===== src/rtl/pe_pkg.sv =====
// Width helpers and saturation bounds shared by the processing element, array top and drain FIFO.
package pe_pkg;

    function automatic int unsigned acc_bits(int unsigned i_bits, int unsigned max_len);
        return 2 * i_bits + $clog2(max_len);
    endfunction

    function automatic int unsigned len_bits(int unsigned max_len);
        return $clog2(max_len + 1);
    endfunction

    function automatic longint sat_max(int unsigned bits);
        return (longint'(1) <<< (bits - 1)) - 1;
    endfunction

    function automatic longint sat_min(int unsigned bits);
        return -(longint'(1) <<< (bits - 1));
    endfunction

endpackage


===== src/rtl/pe_round_sat.sv =====
// Result formatter: arithmetic right shift, then either wrap to OUT_BITS or
// round-half-up and clamp to the signed OUT_BITS range.
module pe_round_sat
    import pe_pkg::*;
#(
    parameter int unsigned IN_BITS  = 22,
    parameter int unsigned OUT_BITS = 22,
    parameter int unsigned SHIFT    = 0,
    parameter int unsigned SAT_EN   = 0
) (
    input  logic [IN_BITS-1:0]  value_i,
    output logic [OUT_BITS-1:0] value_o
);

    // One guard bit for the rounding add, one so the clamp bounds always fit.
    localparam int unsigned WW = ((IN_BITS + 1 > OUT_BITS) ? IN_BITS + 1 : OUT_BITS) + 1;
    localparam logic signed [WW-1:0] RoundC =
        (SHIFT > 0) ? (WW'(1) << ((SHIFT > 0) ? SHIFT - 1 : 0)) : '0;
    localparam logic signed [WW-1:0] MaxC = WW'(sat_max(OUT_BITS));
    localparam logic signed [WW-1:0] MinC = WW'(sat_min(OUT_BITS));

    logic signed [WW-1:0] ext;
    logic signed [WW-1:0] trn_shift;
    logic signed [WW-1:0] rnd_shift;

    always_comb begin
        ext       = WW'($signed(value_i));
        trn_shift = ext >>> SHIFT;
        rnd_shift = (ext + RoundC) >>> SHIFT;
        if (SAT_EN != 0) begin
            if (rnd_shift > MaxC) begin
                value_o = OUT_BITS'(MaxC);
            end else if (rnd_shift < MinC) begin
                value_o = OUT_BITS'(MinC);
            end else begin
                value_o = OUT_BITS'(rnd_shift);
            end
        end else begin
            value_o = OUT_BITS'(trn_shift);
        end
    end

endmodule


===== src/rtl/pe_mac_stream.sv =====
// Systolic grid node: signed MAC over a run-time length, operand forwarding, and a
// one-entry valid/ready result register so consecutive dot products run without bubbles.
module pe_mac_stream
    import pe_pkg::*;
#(
    parameter int unsigned I_BITS   = 8,
    parameter int unsigned MAX_LEN  = 64,
    parameter int unsigned ACC_BITS = acc_bits(I_BITS, MAX_LEN),
    parameter int unsigned O_BITS   = ACC_BITS,
    parameter int unsigned SHIFT    = 0,
    parameter int unsigned SAT_EN   = 0,
    parameter int unsigned LEN_BITS = len_bits(MAX_LEN)
) (
    input  logic                i_clock,
    input  logic                i_reset,
    input  logic                i_valid,
    input  logic [I_BITS-1:0]   i_a,
    input  logic [I_BITS-1:0]   i_b,
    input  logic [LEN_BITS-1:0] i_len,
    output logic                o_stall,
    output logic [I_BITS-1:0]   o_a,
    output logic [I_BITS-1:0]   o_b,
    output logic                o_valid,
    output logic [O_BITS-1:0]   o_c,
    output logic                o_c_valid,
    input  logic                i_c_ready
);

    logic signed [2*I_BITS-1:0] prod;
    logic signed [ACC_BITS-1:0] prod_ext;
    logic signed [ACC_BITS-1:0] sum;
    logic signed [ACC_BITS-1:0] acc_q, acc_d;
    logic [LEN_BITS-1:0]        cnt_q, cnt_d;
    logic [LEN_BITS-1:0]        len_q, len_d;
    logic [LEN_BITS-1:0]        len_in;
    logic [LEN_BITS-1:0]        cur_len;
    logic                       final_beat;
    logic                       accept;
    logic [I_BITS-1:0]          a_q, b_q;
    logic                       valid_q;
    logic [O_BITS-1:0]          c_q, c_d, c_fmt;
    logic                       c_valid_q, c_valid_d;

    pe_round_sat #(
        .IN_BITS  (ACC_BITS),
        .OUT_BITS (O_BITS),
        .SHIFT    (SHIFT),
        .SAT_EN   (SAT_EN)
    ) u_round_sat (
        .value_i (sum),
        .value_o (c_fmt)
    );

    always_comb begin
        prod     = (2*I_BITS)'($signed(i_a)) * (2*I_BITS)'($signed(i_b));
        prod_ext = ACC_BITS'(prod);
        if (i_len == '0) begin
            len_in = LEN_BITS'(1);
        end else if (i_len > LEN_BITS'(MAX_LEN)) begin
            len_in = LEN_BITS'(MAX_LEN);
        end else begin
            len_in = i_len;
        end
        // The first beat of a run uses the incoming length before it is latched.
        cur_len    = (cnt_q == '0) ? len_in : len_q;
        final_beat = (cnt_q == cur_len - LEN_BITS'(1));
        sum        = (cnt_q == '0) ? prod_ext : acc_q + prod_ext;
        o_stall    = i_valid & final_beat & c_valid_q & ~i_c_ready;
        accept     = i_valid & ~o_stall;

        cnt_d     = cnt_q;
        len_d     = len_q;
        acc_d     = acc_q;
        c_d       = c_q;
        c_valid_d = c_valid_q & ~i_c_ready;
        if (accept) begin
            if (cnt_q == '0) begin
                len_d = len_in;
            end
            if (final_beat) begin
                cnt_d     = '0;
                c_d       = c_fmt;
                c_valid_d = 1'b1;
            end else begin
                cnt_d = cnt_q + LEN_BITS'(1);
                acc_d = sum;
            end
        end
    end

    always_ff @(posedge i_clock) begin
        if (i_reset) begin
            acc_q     <= '0;
            cnt_q     <= '0;
            len_q     <= LEN_BITS'(1);
            a_q       <= '0;
            b_q       <= '0;
            valid_q   <= 1'b0;
            c_q       <= '0;
            c_valid_q <= 1'b0;
        end else begin
            acc_q     <= acc_d;
            cnt_q     <= cnt_d;
            len_q     <= len_d;
            valid_q   <= accept;
            c_q       <= c_d;
            c_valid_q <= c_valid_d;
            if (accept) begin
                a_q <= i_a;
                b_q <= i_b;
            end
        end
    end

    assign o_a       = a_q;
    assign o_b       = b_q;
    assign o_valid   = valid_q;
    assign o_c       = c_q;
    assign o_c_valid = c_valid_q;

endmodule


===== config.mk =====
export PLATFORM = sky130hd
export DESIGN_NAME = pe_mac_stream
export DESIGN_NICKNAME = d
export VERILOG_FILES = /design/src/rtl/pe_pkg.sv /design/src/rtl/pe_round_sat.sv /design/src/rtl/pe_mac_stream.sv
export SDC_FILE = /design/constraint.sdc
export NUM_CORES = 1
export LEC_CHECK = 0
export CORE_AREA = 2 2 144 90
export CTS_CLUSTER_DIAMETER = 30
export DETAILED_ROUTE_END_ITERATION = 16
export DIE_AREA = 0 0 146 92
export PLACE_DENSITY = 0.82
export SETUP_SLACK_MARGIN = 0.2
export SLEW_MARGIN = 20
export SYNTH_ARGS = -nofsm -noshare
export SYNTH_HDL_FRONTEND = slang
export SYNTH_SLANG_ARGS = --single-unit

===== constraint.sdc =====
create_clock -name i_clock -period 12.34 [get_ports i_clock]
set_input_delay 2.468 -clock i_clock [delete_from_list [all_inputs] [get_ports i_clock]]
set_output_delay 2.468 -clock i_clock [all_outputs]
set_load 0.005 [all_outputs]

==> summary.md <==
| Metric | Value |
|---|---|
| PwrDens | `274.4 mW/mm2` |
| # resized after CTS | `0` |
| Overall power | `2.204 mW` |
| Final std cells w/o fill | `1023` |
| Critical path's slowest cell | `fa_1` |
| P_leak | `3.653 nW` |
| Core area | `0.01233 mm2` |
| Vias | `5598` |
| Row count | `32` |
| Status | `finished, final reports clean` |
| Insertion delay to the later sink of the worst-skew pair | `0.34 ns` |
| Slew Viols, Final | `0` |
| Die height | `92 um` |
| Syn-to-layout area delta | `14.32%` |
| # IOs | `68` |
| Clock Pin Slew Worst Setup and Hold Paths | `0.06 ns` |
| Die area | `0.01343 mm2` |
| Number of H-tree levels | `3` |
| HP Class | `reg2reg` |
| Most numerous cell on the critical path | `inv_1` |
| Clock tree from TritonCTS | `done` |
| Yosys reg bits | `76` |
| Gr ovfl total | `0` |
| Crit share post-route | `74.31%` |
| Synth Area in Compound Gates | `13.51%` |
| DRT antenna net count | `0` |
| CP Capture Type | `register` |
| Clk root buf | `clkbuf_16` |
| Post-Syn Instances | `797` |
| Vias per std cell | `5.472` |
| Port Buffers | `67` |
| Crit path buffers/inverters | `7` |
| WL/cell | `15.05 um` |
| Slew HR | `32.44%` |
| Worst Path Arrival | `9.35 ns` |
| Initial Utilization | `56.98%` |
| Max-cap viol count | `0` |
| Seq/Total Area, Yosys | `21.65%` |
| Layout cell share with drive strength beyond 1 | `4.689%` |
| First-pass GRT wire length | `26300 um` |
| Warnings, synthesis | `0` |
| Critical Path RT | `12.52 ns` |
| Die W | `146 um` |
| Crit Path Class | `in2reg` |
| Startpoint Class | `input pin` |
| Main synth FF type | `dfxtp_1` |
| Drt pass-1 iters | `5` |
| Min cycle time layout | `9.170 ns` |
| Synth Area in Adders | `25.57%` |
| Avg Cell Area, Syn | `8.816 um2` |
| Number of inserted diodes | `0` |
| Placed insts | `1007` |
| # clock sinks | `76` |
| Nets@finish | `985` |
| Vias in the first global route | `5372` |
| Xor/xnor share of the synthesized area | `5.235%` |
| Worst Clk Skew | `0.009526 ns` |
| GP Congestion | `0.9109` |
| Mapped Area | `0.007027 mm2` |
| Initial antenna violation count | `0` |
| Clock Tree Buf Depth | `2` |
| Slew @ Worst Pin | `1.011 ns` |
| Fmax | `109.1 MHz` |
| Remaining DRCs | `0` |
| Delay-heaviest family, CP | `adder cells` |
| Multiplexer share of the synthesized area | `7.942%` |
| Final Hold Fails | `0` |
| Cts bufs inserted | `9` |
| Post-cts hold buffer count | `0` |
| Drt initial violations | `520` |
| Post-Syn Nets | `934` |
| Number of synthesized flops with an enable pin | `0` |
| Area share of and/or/nand/nor cells after synthesis | `17.68%` |
| Post-Route WL | `15400 um` |
| Total track usage | `24.11%` |
| RSZ-0062 raised after global routing | `false` |
| Post-CTS Setup Bufs | `0` |
| Share of synthesized registers carrying an async set or reset | `0%` |
| Min Hold Slack | `0.4801 ns` |
| Detailed Place HPWL | `11780 um` |
| Largest net degree at the start of global routing | `74` |
| Crit path max fanout | `14` |
| Largest family of logic cells by synthesized area | `adder cells` |
| Synth unique cells | `63` |
| Final setup TNS | `0 ns` |
| Setup violators final | `0` |
| Peak supply drop | `0.1955 mV` |
| Crit-path max cell delay | `0.66 ns` |
cell families (layout without fill, tap and decap cells):
family	count (synthesis)	count (layout)
flip-flops	76	76
multiplexers	55	55
adder cells (fa/ha/maj)	110	110
buffers and inverters	132	188
AO/OA/AOI/OAI	132	132
AND/OR/NAND/NOR	250	250
XOR/XNOR	42	42
area by class of cell:
| class | instances | area (um2) |
|---|---|---|
| multi-input cells | 589 | 4930 |
| fillers | 1031 | 4299 |
| flip-flops and latches | 76 | 1521 |
| clock buffers | 10 | 229.0 |
| clock inverters | 6 | 65.06 |
| well taps | 170 | 212.7 |
| inverters | 101 | 379.1 |
| repair buffers | 71 | 695.7 |
metrics by stage:
step | worst slack (ns) | utilization [%] | area, um2
5_1_grt | 2.722 | 65.14 | 8033
6_report | 3.170 | 65.14 | 8033
4_1_cts | 3.096 | 65.08 | 8025
3_3_place_gp | 3.022 | 62.69 | 7731
3_5_place_dp | 2.761 | 62.69 | 7731
2_1_floorplan | 3.937 | - | 7027
synth_stat cells (3+ instances only):
library cell | count | area share [%]
a21o_1 | 16 | 1.7
dfxtp_1 | 76 | 22
nand4_1 | 3 | 0.27
ha_1 | 54 | 9.6
fa_1 | 56 | 16
nand3_1 | 11 | 0.78
nor3_1 | 4 | 0.28
nand2_1 | 39 | 2.1
a211o_1 | 4 | 0.50
o21bai_1 | 3 | 0.32
nor2_1 | 101 | 5.4
mux2i_1 | 52 | 7.4
nor2b_1 | 10 | 0.89
o31a_1 | 3 | 0.37
a211oi_1 | 14 | 1.5
or2_2 | 3 | 0.27
nor3b_1 | 3 | 0.32
buf_4 | 5 | 0.53
and3_1 | 3 | 0.27
and2_1 | 43 | 3.8
a211oi_2 | 3 | 0.53
nor4_1 | 3 | 0.27
o21ai_0 | 20 | 1.4
a311oi_1 | 7 | 0.87
a31oi_1 | 7 | 0.62
buf_6 | 8 | 1.3
xor2_1 | 10 | 1.2
or3_1 | 4 | 0.36
a21oi_1 | 30 | 2.1
xnor2_1 | 32 | 4.0
nand3b_1 | 3 | 0.32
clkbuf_1 | 17 | 0.91
o211ai_1 | 3 | 0.32
nand2b_1 | 10 | 0.89
o31ai_1 | 3 | 0.32
inv_1 | 101 | 5.4
final timing paths:
check,startpoint,to,cells after the start,slack [ns]
worst min register to register,len_q[1],len_q[1],2,0.48
worst max register to register,cnt_q[0],len_q[4],17,7.73
worst min-delay path,len_q[1],len_q[1],2,0.48
worst max-delay path,i_a[7],o_c[18],27,3.17
registers in the layout, indices dropped and copies added (netlist names):
name and flops:
cnt_q 7, o_valid 1, o_b 8, o_c 22
o_a 8, acc_q 22, len_q 7, o_c_valid 1
power by group:
group	internal (mW)	total [mW]	switching (mW)
sequential	0.276	0.296	0.0192
clock	0.157	0.266	0.110
combinational	0.706	1.64	0.936
total	1.14	2.20	1.07
worst min-delay path, cell delays in order (launching register included):
cell     delay (ns)
dfxtp_1        0.32
nand2_1        0.06
a21oi_1        0.05
layer usage:
layer	GRT usage, %	vias up	part of all wire, %
li1	-	2758	-
met1	37.12	2672	52
met2	35.38	154	41
met3	4.925	14	6.3
met4	3.803	0	0.89
met5	0	-	0
layout by cell type, fill, tap and decap left out, types with 16 or more instances in the layout:
cell | Yosys | final
mux2i_1 | 52 | 52
a21oi_1 | 30 | 30
o21ai_0 | 20 | 20
nor2_1 | 101 | 101
fa_1 | 56 | 56
a21o_1 | 16 | 16
xnor2_1 | 32 | 31
inv_1 | 101 | 101
ha_1 | 54 | 54
clkdlybuf4s50_1 | 0 | 66
dfxtp_1 | 76 | 76
nand2_1 | 39 | 39
and2_1 | 43 | 43
Note: power is estimated with default switching activity, not from simulation.
